===== config.mk =====
export PLATFORM = sky130hd
export DESIGN_NAME = digit_template_matcher_flat
export DESIGN_NICKNAME = d
export VERILOG_FILES = /design/src/rtl/digit_template_matcher_if.sv /design/src/rtl/digit_template_matcher.sv /design/src/flat_wrapper.sv
export SDC_FILE = /design/constraint.sdc
export NUM_CORES = 1
export LEC_CHECK = 0
export ABC_AREA = 1
export BUFFER_PORTS_ARGS = -buffer_cell sky130_fd_sc_hd__buf_2
export CORE_ASPECT_RATIO = 0.5
export CORE_MARGIN = 3
export CORE_UTILIZATION = 56
export CTS_BUF_LIST = sky130_fd_sc_hd__clkbuf_16
export CTS_CLUSTER_DIAMETER = 50
export DETAILED_ROUTE_END_ITERATION = 16
export PLACE_DENSITY = 0.91
export SYNTH_ARGS = -nofsm -noshare
export SYNTH_HDL_FRONTEND = slang
export SYNTH_SLANG_ARGS = --single-unit

===== constraint.sdc =====
create_clock -name clk -period 1.8 [get_ports clk]
set_input_delay 0.18 -clock clk [delete_from_list [all_inputs] [get_ports clk]]
set_output_delay 0.18 -clock clk [all_outputs]
set_load 0.05 [all_outputs]

===== src/rtl/digit_template_matcher_if.sv =====
// digit_template_matcher_if: bus between the matcher, template ROM bank, capture buffer and result logic
interface digit_template_matcher_if #(
   parameter int ADDR_W  = 12,
   parameter int SCORE_W = 12
);
   logic               start;
   logic               busy;
   logic               done;
   logic [3:0]         tpl_sel;
   logic               rom_ce;
   logic [ADDR_W-1:0]  rom_ad;
   logic               rom_dout;
   logic [ADDR_W-1:0]  smp_ad;
   logic               smp_dout;
   logic [3:0]         best_digit;
   logic [SCORE_W-1:0] best_score;
   modport master (
      input  start, rom_dout, smp_dout,
      output busy, done, tpl_sel, rom_ce, rom_ad, smp_ad, best_digit, best_score
   );
   modport slave (
      output start, rom_dout, smp_dout,
      input  busy, done, tpl_sel, rom_ce, rom_ad, smp_ad, best_digit, best_score
   );
endinterface


===== src/rtl/digit_template_matcher.sv =====
// digit_template_matcher: scores the capture bitmap against each template ROM and keeps the best match
module digit_template_matcher #(
   parameter int ADDR_W   = 12,
   parameter int TPL_BITS = 2500,
   parameter int NUM_TPL  = 10,
   parameter int SCORE_W  = 12
) (
   input logic clk,
   input logic reset,
   digit_template_matcher_if.master bus
);
   localparam logic [2:0] IDLE   = 3'd0;
   localparam logic [2:0] RUN    = 3'd1;
   localparam logic [2:0] DRAIN1 = 3'd2;
   localparam logic [2:0] DRAIN2 = 3'd3;
   localparam logic [2:0] UPDATE = 3'd4;
   localparam logic [2:0] DONE   = 3'd5;
   localparam logic [ADDR_W-1:0] LAST_AD = ADDR_W'(TPL_BITS - 1);
   localparam logic [3:0] LAST_TPL = 4'(NUM_TPL - 1);
   logic [2:0]         state;
   logic [ADDR_W-1:0]  addr;
   logic [3:0]         tpl_sel;
   logic [3:0]         best_digit;
   logic [SCORE_W-1:0] best_score;
   logic [SCORE_W-1:0] acc;
   logic               valid;
   // sequencer: walks addresses per template, drains the read pipeline, then keeps the best score
   always_ff @(posedge clk or posedge reset) begin
      if (reset) begin
         state      <= IDLE;
         addr       <= '0;
         tpl_sel    <= '0;
         best_digit <= '0;
         best_score <= '0;
      end else begin
         case (state)
            IDLE: if (bus.start) begin
               state      <= RUN;
               addr       <= '0;
               tpl_sel    <= '0;
               best_digit <= '0;
               best_score <= '0;
            end
            RUN: if (addr == LAST_AD) state <= DRAIN1;
                 else addr <= addr + 1'b1;
            DRAIN1: state <= DRAIN2;
            DRAIN2: state <= UPDATE;
            UPDATE: begin
               if (acc > best_score || tpl_sel == 4'd0) begin
                  best_score <= acc;
                  best_digit <= tpl_sel;
               end
               if (tpl_sel == LAST_TPL) state <= DONE;
               else begin
                  tpl_sel <= tpl_sel + 4'd1;
                  addr    <= '0;
                  state   <= RUN;
               end
            end
            default: state <= IDLE;
         endcase
      end
   end
   // compare pipeline: read data arrives one cycle after issue, agreeing bits are counted
   always_ff @(posedge clk or posedge reset) begin
      if (reset) begin
         valid <= 1'b0;
         acc   <= '0;
      end else begin
         valid <= state == RUN;
         if ((state == IDLE && bus.start) || state == UPDATE) acc <= '0;
         else if (valid) acc <= acc + SCORE_W'(bus.rom_dout == bus.smp_dout);
      end
   end
   assign bus.busy       = state == RUN || state == DRAIN1 || state == DRAIN2 || state == UPDATE;
   assign bus.done       = state == DONE;
   assign bus.rom_ce     = state == RUN;
   assign bus.rom_ad     = addr;
   assign bus.smp_ad     = addr;
   assign bus.tpl_sel    = tpl_sel;
   assign bus.best_digit = best_digit;
   assign bus.best_score = best_score;
endmodule


===== src/flat_wrapper.sv =====
// flat-port wrapper written by rule: the top's interface ports become plain ports
module digit_template_matcher_flat 
#(
   parameter int ADDR_W   = 12,
   parameter int TPL_BITS = 2500,
   parameter int NUM_TPL  = 10,
   parameter int SCORE_W  = 12
)
  (clk, reset, bus_start, bus_rom_dout, bus_smp_dout, bus_busy, bus_done, bus_tpl_sel, bus_rom_ce, bus_rom_ad, bus_smp_ad, bus_best_digit, bus_best_score);
  digit_template_matcher_if #(.ADDR_W(ADDR_W), .SCORE_W(SCORE_W)) bus_i ();
  input logic clk;
  input logic reset;
  input wire logic [$bits(bus_i.start)-1:0] bus_start;
  input wire logic [$bits(bus_i.rom_dout)-1:0] bus_rom_dout;
  input wire logic [$bits(bus_i.smp_dout)-1:0] bus_smp_dout;
  output wire logic [$bits(bus_i.busy)-1:0] bus_busy;
  output wire logic [$bits(bus_i.done)-1:0] bus_done;
  output wire logic [$bits(bus_i.tpl_sel)-1:0] bus_tpl_sel;
  output wire logic [$bits(bus_i.rom_ce)-1:0] bus_rom_ce;
  output wire logic [$bits(bus_i.rom_ad)-1:0] bus_rom_ad;
  output wire logic [$bits(bus_i.smp_ad)-1:0] bus_smp_ad;
  output wire logic [$bits(bus_i.best_digit)-1:0] bus_best_digit;
  output wire logic [$bits(bus_i.best_score)-1:0] bus_best_score;
  assign bus_i.start = bus_start;
  assign bus_i.rom_dout = bus_rom_dout;
  assign bus_i.smp_dout = bus_smp_dout;
  assign bus_busy = bus_i.busy;
  assign bus_done = bus_i.done;
  assign bus_tpl_sel = bus_i.tpl_sel;
  assign bus_rom_ce = bus_i.rom_ce;
  assign bus_rom_ad = bus_i.rom_ad;
  assign bus_smp_ad = bus_i.smp_ad;
  assign bus_best_digit = bus_i.best_digit;
  assign bus_best_score = bus_i.best_score;
  digit_template_matcher #(.ADDR_W(ADDR_W), .TPL_BITS(TPL_BITS), .NUM_TPL(NUM_TPL), .SCORE_W(SCORE_W)) u_core (.clk(clk), .reset(reset), .bus(bus_i));
endmodule

==> results by group, run 1 <==
Die
  • Starting Density: 61.94%
  • Top Ports: 52
  • Die ar.: 0.006153 sq mm
  • Std-Cell Rows: 17
  • Chip Height: 56.99 microns
  • Core Region: 0.004701 sq mm
  • Die W: 108.0 microns

Clock network
  • CTS HTree Levels: 2
  • Reg clk slew, reported paths: 60 ps
  • CTS tree: built
  • Sink Count: 48
  • Longest Clk Path Bufs: 2
  • Later-pin clock latency in the skew report: 290 ps
  • CTS Buf Count: 5
  • CTS root buf: clkbuf_16

Routing
  • DRC viols: 0
  • Top routing layer in use: met4
  • Via count: 2,756
  • Met2 Wirelength: 3.750 mm
  • Wire per inst: 15.00 microns
  • Met3 wire len: 522 microns
  • Detailed Route WL: 7.472 mm
  • Drt via density: 5.534
  • DRT iter0 DRCs: 194
  • 1st-pass router iterations: 5
  • Detail Route Antenna Nets: 0
  • M1 WL: 2.991 mm

Logic synthesis
  • Syn_nets: 389
  • Syn avg cell area: 7.955 sq um
  • Adder-cell share of the synthesized area: 7.735%
  • Area leader, netlist: dfrtp_1
  • Most common flop cell mapped by yosys: dfrtp_1
  • Synth area leaders: dfrtp_1 41%, nand2_1 12%, ha_1 7.7%
  • Most frequent cell after synthesis: nand2_1
  • Mux contribution to synthesized area: 0%
  • Yosys top cell area share: 41.25%
  • Synth Area in XOR/XNOR: 3.309%
  • Count of different cell masters after synthesis: 30
  • Post-synth EDFFs: 0
  • Largest family of logic cells by synthesized area: simple AND/OR/NAND/NOR gates
  • Post-Syn Area: 0.002912 sq mm
  • Commonest cells in the netlist: 90 x nand2_1, 48 x dfrtp_1, 41 x inv_1, 37 x nand3_1, 27 x nor2_1
  • Compound-Gate Fraction of Synth Area: 7.778%
  • Post-Synthesis Cells: 366
  • Ys async rst share: 100.0%
  • Synth warnings: 0
  • Yosys reg bits: 48
  • Simple-gate portion of the synthesized area: 29.48%
  • Seq/Total Area, Yosys: 41.25%

Critical path
  • WP data arrival: 2090 ps
  • Critical Path Sink Type: flop
  • Critical path class: reg -> reg
  • Max FO, Critical Path: 6
  • Kind of start point of the critical path: flop
  • WP data required: 2020 ps

Placement
  • # port buffers: 51
  • RD Place Congestion: 0.8630
  • Cells after DPL: 482
  • Post-DP HPWL: 4.646 mm

Global routing
  • Initial antenna violation count: 0
  • Total GRT Usage: 22.47%
  • Vias in the first global route: 2,543
  • First-pass GRT wire length: 11.09 mm
  • Largest net degree at the start of global routing: 27
  • Grt ovf: 0

Cells and area
  • Share of layout cells above drive strength 1: 33.56%
  • Nets: 454
  • Area Overhead vs Synth: 25.10%
  • Post-Layout Cell Count: 498
  • Ant diodes: 0

STA
  • Clock skew: 4.908 ps
  • Relative slew slack: 65.44%
  • Final Cycle Share: 103.6%
  • Unrepaired setup endpoints after global routing: yes
  • Final Hold Viols: 0
  • Post-layout min period: 1864 ps
  • Final setup viols: 16
  • Actual slew at the worst max-slew pin: 517.7 ps
  • Max-slew violation count: 0
  • Setup WS post-layout: -63.96 ps
  • Max Clock Freq: 536.5 MHz

Power
  • Max VDD drop: 1.197 mV
  • Power Density: 1326 mW/mm^2
  • Power, Total: 4.831 mW
  • Static Leakage: 1.857 nW

Flow run
  • Max Cap Viol: 0

Run status
  • Status: finished with violations
  • Violated checks: setup timing

Hold path
  • Min-Delay Path Class: in -> reg
worst paths after layout:
path	from	to	slack [ps]	cells after the start
hold / removal	bus_start	u_core.state[0]	230	3
hold reg to reg	u_core.bus.best_digit[2]	u_core.bus.best_digit[2]	500	2
min in group asynchronous	reset	u_core.bus.rom_ad[11]	480	3
setup reg to reg	u_core.acc[10]	u_core.bus.best_score[11]	-60	12
max in group asynchronous	reset	u_core.bus.best_score[8]	790	4
setup / recovery	u_core.acc[10]	u_core.bus.best_score[11]	-60	12
per-layer routing:
layer / vias up / track usage, %
met5: - / 0
met4: 0 / 8.993
met3: 27 / 5.198
met2: 120 / 38.16
met1: 1309 / 28.16
li1: 1300 / -
stage by stage:
| stage | worst slack [ps] | util [%] | setup TNS (ps) | instance area, sq um | hold WS (ps) |
|---|---|---|---|---|---|
| floorplan | -27.65 | - | -241.2 | 2958 | 357.4 |
| global placement | 96.15 | 70.22 | 0 | 3301 | 239.2 |
| detailed placement | 30.88 | 70.22 | 0 | 3301 | 244.1 |
| CTS | 3.351 | 73.89 | 0 | 3473 | 235.4 |
| global route | -115.4 | 77.48 | -1595 | 3642 | 263.6 |
| finish | -63.96 | 77.48 | -356.7 | 3642 | 233.6 |
cell usage in the layout, fill, tap and decap left out, drive strengths merged:
| cell | count |
|---|---|
| nand4 | 6 |
| nand3 | 38 |
| or2 | 1 |
| nand2 | 95 |
| nor2 | 33 |
| inv | 47 |
| a21oi | 11 |
| and3 | 2 |
| dlygate4sd3 | 1 |
| nor4 | 1 |
| bufinv | 1 |
| a31oi | 1 |
| xor2 | 8 |
| a21o | 1 |
| a31o | 1 |
| a211oi | 1 |
| dfrtp | 48 |
| nor3 | 9 |
| nor3b | 2 |
| buf | 74 |
| clkbuf | 5 |
| xnor2 | 3 |
| ha | 18 |
| clkinv | 2 |
| o21ai | 23 |
logic make-up after synthesis:
kind of cell,Yosys count
compound gates,38
fa+ha+maj,18
buf+inv,64
flops,48
xor+xnor,11
simple gates,187
state kept, by name (all words and copies together) (netlist names):
| register | count |
|---|---|
| u_core.valid | 1 |
| u_core.acc | 12 |
| u_core.bus.tpl_sel | 4 |
| u_core.bus.best_score | 12 |
| u_core.bus.rom_ad | 12 |
| u_core.bus.best_digit | 4 |
| u_core.state | 3 |
layout make-up:
| class | count | area, sq um |
|---|---|---|
| clock buffer | 5 | 125.1 |
| clock inverter | 3 | 37.54 |
| fill | 306 | 1059 |
| inverter | 47 | 176.4 |
| multi-input combinational | 254 | 1545 |
| sequential | 48 | 1221 |
| tap | 66 | 82.58 |
| timing repair buffer | 75 | 454.2 |
power breakdown:
group / internal (mW) / leakage [nW] / switching [mW]
sequential: 1.23 / 0.633 / 0.182
combinational: 0.658 / 1.14 / 1.71
clock: 0.646 / 0.0789 / 0.400
total: 2.54 / 1.86 / 2.29
timing repair:
| item | 4_1_cts | 5_1_grt |
|---|---|---|
| hold buffers | 1 | 0 |
| gates resized for setup | 0 | 19 |
| endpoints found under the hold margin | 22 | 0 |
| setup buffers | 0 | 7 |
| endpoints found under the setup margin | 0 | 16 |
worst max-delay path, stage by stage, from the launching register on:
cell and delay [ps]:
dfrtp_1 450, ha_4 300, nand2_2 50, inv_1 60, nand2_1 80, nor2_2 130
nand2_1 70, nand3_1 100, nand2_2 90, nand2_4 120, buf_4 160, nand3_1 90
nand2_1 100
Power figures use the tool's default switching activity.
==> inputs of run 2 (changes only) <==
Settings changed: CORE_UTILIZATION 56 to 55, PLACE_DENSITY 0.91 to 0.9.
==> run 2 against run 1 <==
The flow now finishes without violations. Critical endpoint is now u_core.bus.best_score[0]. First-iteration DRC count shrank 10%. Clock skew rose by 1.5 ps. Combinational power increased by 2%. Critical path type unchanged. Sequential share of layout area up 0.67 points. Highest routed layer unchanged. Final cell count increased by 0.80%. Utilization fell by 6.3 points. Sequential power about the same. Design area is 1.9% lower. Sequential cell count did not move. Via count fell by 3.2%. Count of clock-buffer cells in the layout unchanged. Wire length shrank 5.7%.
==> results by group, run 2 (synthesis results as in run 1) <==
STA
  • Post-layout min period: 1775 ps (-89.01 ps)
  • Max Clock Freq: 563.4 MHz (+5.0%)
  • Clock skew: 6.440 ps (+1.532 ps)
  • Total negative slack: 0 ps (+356.7 ps)
  • Relative slew slack: 58.33% (-7.1 points)
  • Hold Slack: 52.08 ps (-181.5 ps)
  • Final setup viols: 0 (-16)
  • Setup WS post-layout: 25.04 ps (+89.01 ps)
  • Max-slew violation count: 0 (unchanged)
  • Actual slew at the worst max-slew pin: 625.1 ps (+107.4 ps)
  • Final Cycle Share: 98.61% (-4.9 points)
  • Final Hold Viols: 0 (unchanged)

Placement
  • Placed inst area: 0.003321 sq mm (+0.61%)
  • Post-DP HPWL: 4.721 mm (+1.6%)
  • # port buffers: 51 (unchanged)
  • RD Place Congestion: 0.8873 (+2.8%)
  • Cells after DPL: 488 (+1.2%)
  • Place WS: 65.17 ps (+34.29 ps)

Critical path
  • Max FO, Critical Path: 8 (+2)
  • WP data arrival: 1960 ps (-130 ps)
  • Kind of start point of the critical path: flop
  • Critical Path Sink Type: flop
  • WP data required: 1980 ps (-40 ps)
  • Critical path class: reg -> reg

Run status
  • Status: complete, no violations

Global routing
  • Grt ovf: 0 (unchanged)
  • First-pass GRT wire length: 11.10 mm (+0.13%)
  • Largest net degree at the start of global routing: 49 (+81%)
  • Vias in the first global route: 2,472 (-2.8%)
  • Initial antenna violation count: 0 (unchanged)
  • Total GRT Usage: 22.78% (+0.31 points)

Cells and area
  • FF+latch area: 0.001222 sq mm (+0.10%)
  • Ant diodes: 0 (unchanged)
  • Final Cell Area: 0.003575 sq mm (-1.9%)
  • Most common cell after layout, fill and taps aside: nand2_1
  • Fillers: 380 (+24%)
  • Nets: 454 (unchanged)
  • Share of layout cells above drive strength 1: 31.94% (-1.6 points)
  • Commonest cells after routing, fill and taps aside: 87 x nand2_1, 50 x buf_2, 37 x inv_1, 37 x nand3_1, 31 x dfrtp_1
  • Area Overhead vs Synth: 22.78%
  • Post-Layout Cell Count: 502 (+0.80%)
  • Layout Utilization: 71.18% (-6.3 points)
  • Area of the multi-input gates: 0.001484 sq mm (-4.0%)

Clock network
  • CTS tree: built
  • Post-CTS Hold Buffers: 0 (-1)
  • CTS HTree Levels: 2 (unchanged)
  • Sink Count: 48 (unchanged)
  • Later-pin clock latency in the skew report: 290 ps (about the same)
  • CTS root buf: clkbuf_16
  • Reg clk slew, reported paths: 60 ps (about the same)
  • CTS Buf Count: 5 (unchanged)
  • Longest Clk Path Bufs: 2 (unchanged)

Hold path
  • Min-Delay Path Class: in -> async

Routing
  • Detailed Route WL: 7.048 mm (-5.7%)
  • Detail Route Antenna Nets: 0 (unchanged)
  • DRT iter0 DRCs: 174 (-10%)
  • Drt via density: 5.313 (-4.0%)
  • Via count: 2,667 (-3.2%)
  • 1st-pass router iterations: 4 (-1)
  • M1 WL: 3.022 mm (+1.0%)
  • Met3 wire len: 379 microns (-27%)
  • Wire per inst: 14.04 microns (-6.4%)
  • Met2 Wirelength: 3.513 mm (-6.3%)
  • DRC viols: 0 (unchanged)
  • Top routing layer in use: met4

Flow run
  • Max Cap Viol: 0 (unchanged)

Power
  • Switching pwr: 2.241 mW (-2.3%)
  • Combinational power share: 51.4% (+2.4 points)
  • Sw Ratio: 47.49% (about the same)
  • Power Density: 1320 mW/mm^2 (-0.47%)
  • Sequential power share: 29.9% (+0.6 points)
  • Clock Power Share: 18.7% (-3.0 points)
  • Power, Total: 4.719 mW (-2.3%)
  • Static Leakage: 1.853 nW (-0.21%)
  • Max VDD drop: 0.8240 mV (-31%)
  • P_int: 2.478 mW (-2.3%)

Die
  • Die ar.: 0.006256 sq mm (+1.7%)
  • Starting Density: 57.97% (-4.0 points)
  • Top Ports: 52 (unchanged)
  • Std-Cell Rows: 18 (+1)
  • Core Region: 0.005022 sq mm (+6.8%)
  • Chip Height: 57.45 microns (+0.82%)
  • Die W: 108.9 microns (+0.86%)
[run 2: metal layers]
metal / track usage [%] / vias to the layer above
met1: 28.74 / 1259
met4: 6.835 / 0
li1: - / 1304
met5: 0 / -
met3: 4.294 / 18
met2: 40.05 / 86
[run 2: cell type report]
cell class	count	share of cell area (%)
inverter	47	4.935
tap	70	2.450
multi-input combinational	254	41.51
clock buffer	5	3.500
timing repair buffer	75	13.09
clock inverter	3	0.3150
sequential	48	34.20
[run 2: worst max-delay path, stage by stage (launching register included)]
cell	delay, ps
dfrtp_2	440
ha_4	290
nand2_1	50
inv_1	60
nand2_2	70
nor2_2	130
nand4_1	110
nand2_2	100
nand2_4	90
buf_12	150
nand3_1	90
nand2_1	70
[run 2: path summary, 6_finish.rpt]
| path | cells after the start | startpoint | slack, ps | to |
|---|---|---|---|---|
| min | 3 | reset | 50 | u_core.bus.rom_ad[5] |
| min in group clk | 3 | bus_start | 210 | u_core.state[0] |
| max | 11 | u_core.acc[9] | 30 | u_core.bus.best_score[0] |
| min reg2reg | 2 | u_core.bus.best_digit[3] | 480 | u_core.bus.best_digit[3] |
| max reg2reg | 11 | u_core.acc[9] | 30 | u_core.bus.best_score[0] |
| max in group asynchronous | 3 | reset | 1290 | u_core.bus.best_score[1] |
[run 2: power by group through the flow]
stage          logic (mW)  registers [mW]  clock network (mW)
5_1_grt              2.61            1.44               0.951
2_1_floorplan        1.35            1.69                   0
3_5_place_dp         2.15            1.42                   0
6_report             2.42            1.41               0.885
3_3_place_gp         2.11            1.41                   0
4_1_cts              2.20            1.40               0.893
[run 2: timing repair]
item,CTS,global route
pin swaps,0,9
resized for setup,3,9
endpoints found under the setup margin,2,17
setup buffers,0,5
cloned,0,1
